<file path="src/rtl/mem_access_pkg.sv">
// Shared encodings for the data-memory access controller.
package mem_access_pkg;

  localparam int LANE_W = 8;

  localparam logic [1:0] SZ_BYTE = 2'b00;
  localparam logic [1:0] SZ_HALF = 2'b01;
  localparam logic [1:0] SZ_WORD = 2'b10;
  localparam logic [1:0] SZ_RSVD = 2'b11;

  localparam logic [2:0] ST_IDLE      = 3'd0;
  localparam logic [2:0] ST_RD_ISSUE  = 3'd1;
  localparam logic [2:0] ST_RD_CAPT   = 3'd2;
  localparam logic [2:0] ST_RMW_RD    = 3'd3;
  localparam logic [2:0] ST_RMW_MERGE = 3'd4;
  localparam logic [2:0] ST_WR_ISSUE  = 3'd5;
  localparam logic [2:0] ST_RESP      = 3'd6;

  function automatic logic req_misaligned(input logic [1:0] size, input logic [1:0] off);
    return (size == SZ_RSVD) ||
           (size == SZ_HALF && off[0]) ||
           (size == SZ_WORD && off != 2'b00);
  endfunction

endpackage

</file>
<file path="src/rtl/mem_lane_align.sv">
// Byte-lane steering: load extract/extend and sub-word store merge (little-endian).
module mem_lane_align
  import mem_access_pkg::*;
(
  input  logic [31:0] mem_q_i,
  input  logic [15:0] wdata_i,
  input  logic [1:0]  off_i,
  input  logic [1:0]  size_i,
  input  logic        uns_i,
  output logic [31:0] ld_data_o,
  output logic [31:0] st_data_o
);

  logic [31:0] shifted;

  always_comb begin
    shifted = mem_q_i >> {off_i, 3'b000};
    case (size_i)
      SZ_BYTE: ld_data_o = {{(32-LANE_W){~uns_i & shifted[LANE_W-1]}}, shifted[LANE_W-1:0]};
      SZ_HALF: ld_data_o = {{(32-2*LANE_W){~uns_i & shifted[2*LANE_W-1]}}, shifted[2*LANE_W-1:0]};
      default: ld_data_o = shifted;
    endcase
  end

  always_comb begin
    st_data_o = mem_q_i;
    if (size_i == SZ_BYTE) begin
      case (off_i)
        2'd0:    st_data_o[7:0]   = wdata_i[7:0];
        2'd1:    st_data_o[15:8]  = wdata_i[7:0];
        2'd2:    st_data_o[23:16] = wdata_i[7:0];
        default: st_data_o[31:24] = wdata_i[7:0];
      endcase
    end else if (size_i == SZ_HALF) begin
      if (off_i[1]) st_data_o[31:16] = wdata_i;
      else          st_data_o[15:0]  = wdata_i;
    end
  end

endmodule

</file>
<file path="src/rtl/mem_access_ctrl.sv">
// Load/store controller for a single-port word memory; sub-word stores use read-modify-write.
// Memory pins are registered on the edge that enters the state using them.
module mem_access_ctrl
  import mem_access_pkg::*;
#(
  parameter int WORD  = 32,
  parameter int ADDR  = 16,
  parameter int BADDR = ADDR + 2
) (
  input  logic             clk,
  input  logic             rst,
  input  logic             req_valid,
  output logic             req_ready,
  input  logic             req_we,
  input  logic [1:0]       req_size,
  input  logic             req_unsigned,
  input  logic [BADDR-1:0] req_addr,
  input  logic [WORD-1:0]  req_wdata,
  output logic             resp_valid,
  input  logic             resp_ready,
  output logic [WORD-1:0]  resp_rdata,
  output logic             resp_err,
  output logic [ADDR-1:0]  mem_a,
  output logic             mem_w,
  output logic [WORD-1:0]  mem_d,
  input  logic [WORD-1:0]  mem_q
);

  logic [2:0]      state_q, state_d;
  logic [1:0]      off_q, off_d;
  logic [1:0]      size_q, size_d;
  logic            uns_q, uns_d;
  logic [15:0]     wdata_q, wdata_d;
  logic [ADDR-1:0] mem_a_q, mem_a_d;
  logic            mem_w_q, mem_w_d;
  logic [WORD-1:0] mem_d_q, mem_d_d;
  logic [WORD-1:0] rdata_q, rdata_d;
  logic            err_q, err_d;
  logic            bad_req;
  logic [WORD-1:0] ld_data, st_data;

  mem_lane_align u_align (
    .mem_q_i   (mem_q),
    .wdata_i   (wdata_q),
    .off_i     (off_q),
    .size_i    (size_q),
    .uns_i     (uns_q),
    .ld_data_o (ld_data),
    .st_data_o (st_data)
  );

  assign bad_req = req_misaligned(req_size, req_addr[1:0]);

  always_comb begin
    state_d = state_q;
    off_d   = off_q;
    size_d  = size_q;
    uns_d   = uns_q;
    wdata_d = wdata_q;
    mem_a_d = mem_a_q;
    mem_w_d = 1'b0;
    mem_d_d = mem_d_q;
    rdata_d = rdata_q;
    err_d   = err_q;
    case (state_q)
      ST_IDLE: begin
        if (req_valid) begin
          off_d   = req_addr[1:0];
          size_d  = req_size;
          uns_d   = req_unsigned;
          wdata_d = req_wdata[15:0];
          err_d   = bad_req;
          rdata_d = '0;
          if (bad_req) begin
            state_d = ST_RESP;
          end else begin
            mem_a_d = req_addr[BADDR-1:2];
            if (!req_we) begin
              state_d = ST_RD_ISSUE;
            end else if (req_size == SZ_WORD) begin
              state_d = ST_WR_ISSUE;
              mem_w_d = 1'b1;
              mem_d_d = req_wdata;
            end else begin
              state_d = ST_RMW_RD;
            end
          end
        end
      end
      ST_RD_ISSUE: state_d = ST_RD_CAPT;
      ST_RD_CAPT: begin
        rdata_d = ld_data;
        state_d = ST_RESP;
      end
      ST_RMW_RD: state_d = ST_RMW_MERGE;
      // mem_d doubles as the merge register for the write that follows
      ST_RMW_MERGE: begin
        mem_d_d = st_data;
        mem_w_d = 1'b1;
        state_d = ST_WR_ISSUE;
      end
      ST_WR_ISSUE: state_d = ST_RESP;
      ST_RESP: if (resp_ready) state_d = ST_IDLE;
      default: state_d = ST_IDLE;
    endcase
  end

  always_ff @(posedge clk) begin
    if (rst) begin
      state_q <= ST_IDLE;
      off_q   <= '0;
      size_q  <= '0;
      uns_q   <= 1'b0;
      wdata_q <= '0;
      mem_a_q <= '0;
      mem_w_q <= 1'b0;
      mem_d_q <= '0;
      rdata_q <= '0;
      err_q   <= 1'b0;
    end else begin
      state_q <= state_d;
      off_q   <= off_d;
      size_q  <= size_d;
      uns_q   <= uns_d;
      wdata_q <= wdata_d;
      mem_a_q <= mem_a_d;
      mem_w_q <= mem_w_d;
      mem_d_q <= mem_d_d;
      rdata_q <= rdata_d;
      err_q   <= err_d;
    end
  end

  assign req_ready  = (state_q == ST_IDLE) && !rst;
  assign resp_valid = (state_q == ST_RESP);
  assign resp_rdata = rdata_q;
  assign resp_err   = err_q;
  assign mem_a      = mem_a_q;
  assign mem_w      = mem_w_q;
  assign mem_d      = mem_d_q;

endmodule

</file>
<file path="config.mk">
export PLATFORM = sky130hd
export DESIGN_NAME = mem_access_ctrl
export DESIGN_NICKNAME = d
export VERILOG_FILES = /design/src/rtl/mem_access_pkg.sv /design/src/rtl/mem_lane_align.sv /design/src/rtl/mem_access_ctrl.sv
export SDC_FILE = /design/constraint.sdc
export NUM_CORES = 1
export LEC_CHECK = 0
export CORE_MARGIN = 2
export CORE_UTILIZATION = 50
export CTS_BUF_LIST = sky130_fd_sc_hd__clkbuf_4 sky130_fd_sc_hd__clkbuf_8
export DETAILED_ROUTE_END_ITERATION = 8
export DONT_BUFFER_PORTS = 1
export HOLD_SLACK_MARGIN = 0.1
export SYNTH_ARGS = -nofsm -noshare
export SYNTH_HDL_FRONTEND = slang
export SYNTH_SLANG_ARGS = --single-unit
</file>
<file path="constraint.sdc">
create_clock -name clk -period 2.1 [get_ports clk]
set_input_delay 0.42 -clock clk [delete_from_list [all_inputs] [get_ports clk]]
set_output_delay 0.42 -clock clk [all_outputs]
set_load 0.05 [all_outputs]
</file>
==> impl_metrics.yaml <==
yosys:
  syn_avg_cell_area_um2: 8.70
  seq_area_frac_synth_pct: 41.3
  postSynthRegisterBits: 106
  synthArstFlopShare_pct: 0
  synth_ff_type: "sky130_fd_sc_hd__dfxtp_1"
  netlist-cell-type-count: 50
  synthesized_instance_count: 591
  yosys_warnings: 0
  postSynthNetCount: 681
  synth_enable_flop_cells: 0
  post_synth_design_cell_area_um2: 5140
floorplanning:
  die-area_um2: 11100
  fp.coreArea_um2: 10100
  initial_core_util_pct: 50.7
  std_cell_rows: 37
  top_level_ports: 174
  dieHeight_um: 105
  chipWidth_um: 105
sta:
  clock-skew-final_ps: 12.3
  final.hold.worst_slack_ps: 110
  setup_repair_after_global_routing_missed_its_margin: "false"
  final_critical_delay_including_setup_and_external_delays_ps: 2010
  finalSetupViolations: 0
  tns_ps: 0
  fmax_ghz: 0.496
  min_period_over_period_pct: 95.9
  report.final.slew_viol_count: 0
  timing.slew.headroom_pct: 26.9
  finalHoldViolations: 0
  worstMarginPinSlew_ps: 1100
critical_path:
  worstSetupStartpointType: "flop"
  reg2regPathDepth: 4
  critical-path-slowest-cell: "sky130_fd_sc_hd__or3_1"
  setup.worst_path.start: "state_q[0]"
  critical_path_cell_by_cell: "buf_4 -> or3_1 -> nor2_1 -> buf_6"
  reg2reg_to: "resp_rdata[27]"
  crit_required_ps: 1680
  crit-reg2reg-launch: "state_q[2]"
  worst-path-max-fanout: 6
  critical_path.endpoint: "req_ready"
  critPathArrivalTime_ps: 1590
  setup_crit_path_kind: "reg -> out"
  cp-end-kind: "primary output"
  worst_path_largest_cell_delay_ps: 400
  worst-r2r-setup-slack_ps: 130
clocking:
  clkSlewWorstSetupHoldPaths_ps: 90
  cts-root-buf: "sky130_fd_sc_hd__clkbuf_8"
  cts_max_level: 3
  cts_tree: "yes"
  clock_latency_ps: 380
  cts_buffers: 9
  tritoncts_num_sinks: 106
  clock_path_buffers: 2
placement:
  port_buffers: 0
  dp_hpwl_mm: 11.7
  gp_congestion: 0.963
power_and_ir_drop:
  power.ir.vdd_worst_mv: 0.464
  total_power_w: 0.00534
  netSwitchingFraction_pct: 37.2
  power_frac_seq_pct: 54.1
  power_density_over_cell_area_nw_per_um2: 945
  power.combinational.fraction_pct: 18.9
  p_int_w: 0.00336
  power.share.clock_pct: 27.0
  switching_power_w: 0.00198
  total_leakage_power_nw: 2.05
route:
  antenna_violating_nets_post_route: 0
  total_routed_length_mm: 16.3
  total_via_count_after_detailed_routing: 4710
  routed_wire_length_per_instance_um: 22.3
  drt_first_pass_iters: 5
  drt-vias-per-instance: 6.43
  drt-initial-drc-count: 368
  route.detailed.drc: 0
grt:
  total_overflow_reported_by_the_global_router: 0
  grt_antenna_before_repair: 0
  grt_util_all_layers_pct: 27.8
  grt_start_max_net_pins: 45
  first_global_vias: 4466
  wire_length_of_the_first_global_routing_pass_mm: 24.2
finish:
  leading_cell_types_in_the_layout_fill_and_taps_excluded: "sky130_fd_sc_hd__dfxtp_1 (105), sky130_fd_sc_hd__a21oi_1 (67), sky130_fd_sc_hd__nand2_1 (64), sky130_fd_sc_hd__o21ai_0 (59), sky130_fd_sc_hd__a221o_1 (39)"
  layout_commonest_cell: "sky130_fd_sc_hd__dfxtp_1"
  diodes: 0
  area_growth_syn_to_layout_pct: 9.93
  drive_gt1_share_pct: 13.8
  final_core_util_pct: 55.7
  finish.net_count: 681
outcome:
  run_status: "complete, no violations"
flow_run:
  timing.max_cap.violations: 0
hold_path:
  worst_hold_path_type: "in -> reg"
final cells by class:
cell class	count	area (um^2)
inverter	3	11.3
multi-input combinational	432	2800
tap	136	170
clock inverter	5	85.1
fill	937	4490
sequential	106	2120
clock buffer	11	151
timing repair buffer	39	314
cells in the mapped netlist (all sizes together), types with 4 or more instances:
library cell / n / share of area [%]
a21oi: 69 / 6.9
nor2: 26 / 1.9
buf: 15 / 1.7
nor3: 7 / 0.90
clkbuf: 35 / 2.6
nand3: 32 / 3.1
a211oi: 9 / 1.3
o21ai: 60 / 5.8
a221o: 49 / 9.8
nor2b: 17 / 2.1
nand2: 64 / 4.7
o221ai: 4 / 0.68
or3: 5 / 0.61
a211o: 7 / 1.2
mux2: 10 / 2.2
mux2i: 25 / 4.9
dfxtp: 106 / 41
o22ai: 6 / 0.73
nand2b: 4 / 0.49
a32oi: 7 / 1.2
o2111ai: 5 / 0.85
layer usage:
layer	up-vias	wire (um)	global-route usage, %	part of all wire, %
met5	-	0	0	0
met4	0	372	9.52	2.3
li1	2223	-	-	-
met1	2225	6530	33.8	40
met2	236	7550	44.8	46
met3	26	1830	10.8	11
sequential cells by signal, summed over array words and instances, names as in the netlist, 2 cells and up:
name,flops
mem_a,16
mem_d,32
off_q,2
resp_rdata,32
size_q,2
state_q,3
wdata_q,16
stage by stage:
stage / instance area, um^2 / cells / worst slack [ps]
final: 5650 / 732 / 85.3
after global routing: 5650 / 732 / 14.1
after CTS: 5600 / 727 / 26.0
after detailed placement: 5340 / 709 / 170
after global placement: 5340 / 709 / 193
after floorplan: 5140 / 591 / 61.6
power by group through the flow:
stage                     registers [W]  clock network (W)  logic, W
final                           0.00289            0.00144   0.00101
after global routing            0.00291            0.00155   0.00111
after global placement          0.00293                  0  0.000949
after floorplan                 0.00286                  0  0.000780
after CTS                       0.00289            0.00148  0.000980
after detailed placement        0.00293                  0  0.000969
worst max-delay path, delay by kind of cell (launching register included):
family | cells | cell delay (ps)
buf+inv | 2 | 330
flops | 1 | 360
simple gates | 2 | 530
cell families after synthesis:
| group | share of synthesized area (%) |
|---|---|
| buf+inv | 4.50 |
| xor+xnor | 0.170 |
| mux | 7.06 |
| simple gates | 16.7 |
| compound gates | 30.3 |
| flops | 41.3 |
how the worst min path moves through the flow:
| stage | start | to | cells after the start |
|---|---|---|---|
| 2_1_floorplan | uns_q | uns_q | 2 |
| 3_3_place_gp | wdata_q[11] | wdata_q[11] | 2 |
| 3_5_place_dp | wdata_q[10] | wdata_q[10] | 2 |
| 4_1_cts | rst | mem_a[0] | 1 |
| 5_1_grt | rst | mem_a[6] | 1 |
| 6_report | rst | mem_a[2] | 1 |
repair_timing:
action / in CTS / in global routing
gates resized for setup: 0 / 2
buffers inserted: 0 / 0
endpoints found under the setup margin: 0 / 1
hold buffers: 2 / 5
endpoints found under the hold margin: 13 / 12
(Power assumes the default switching activity.)
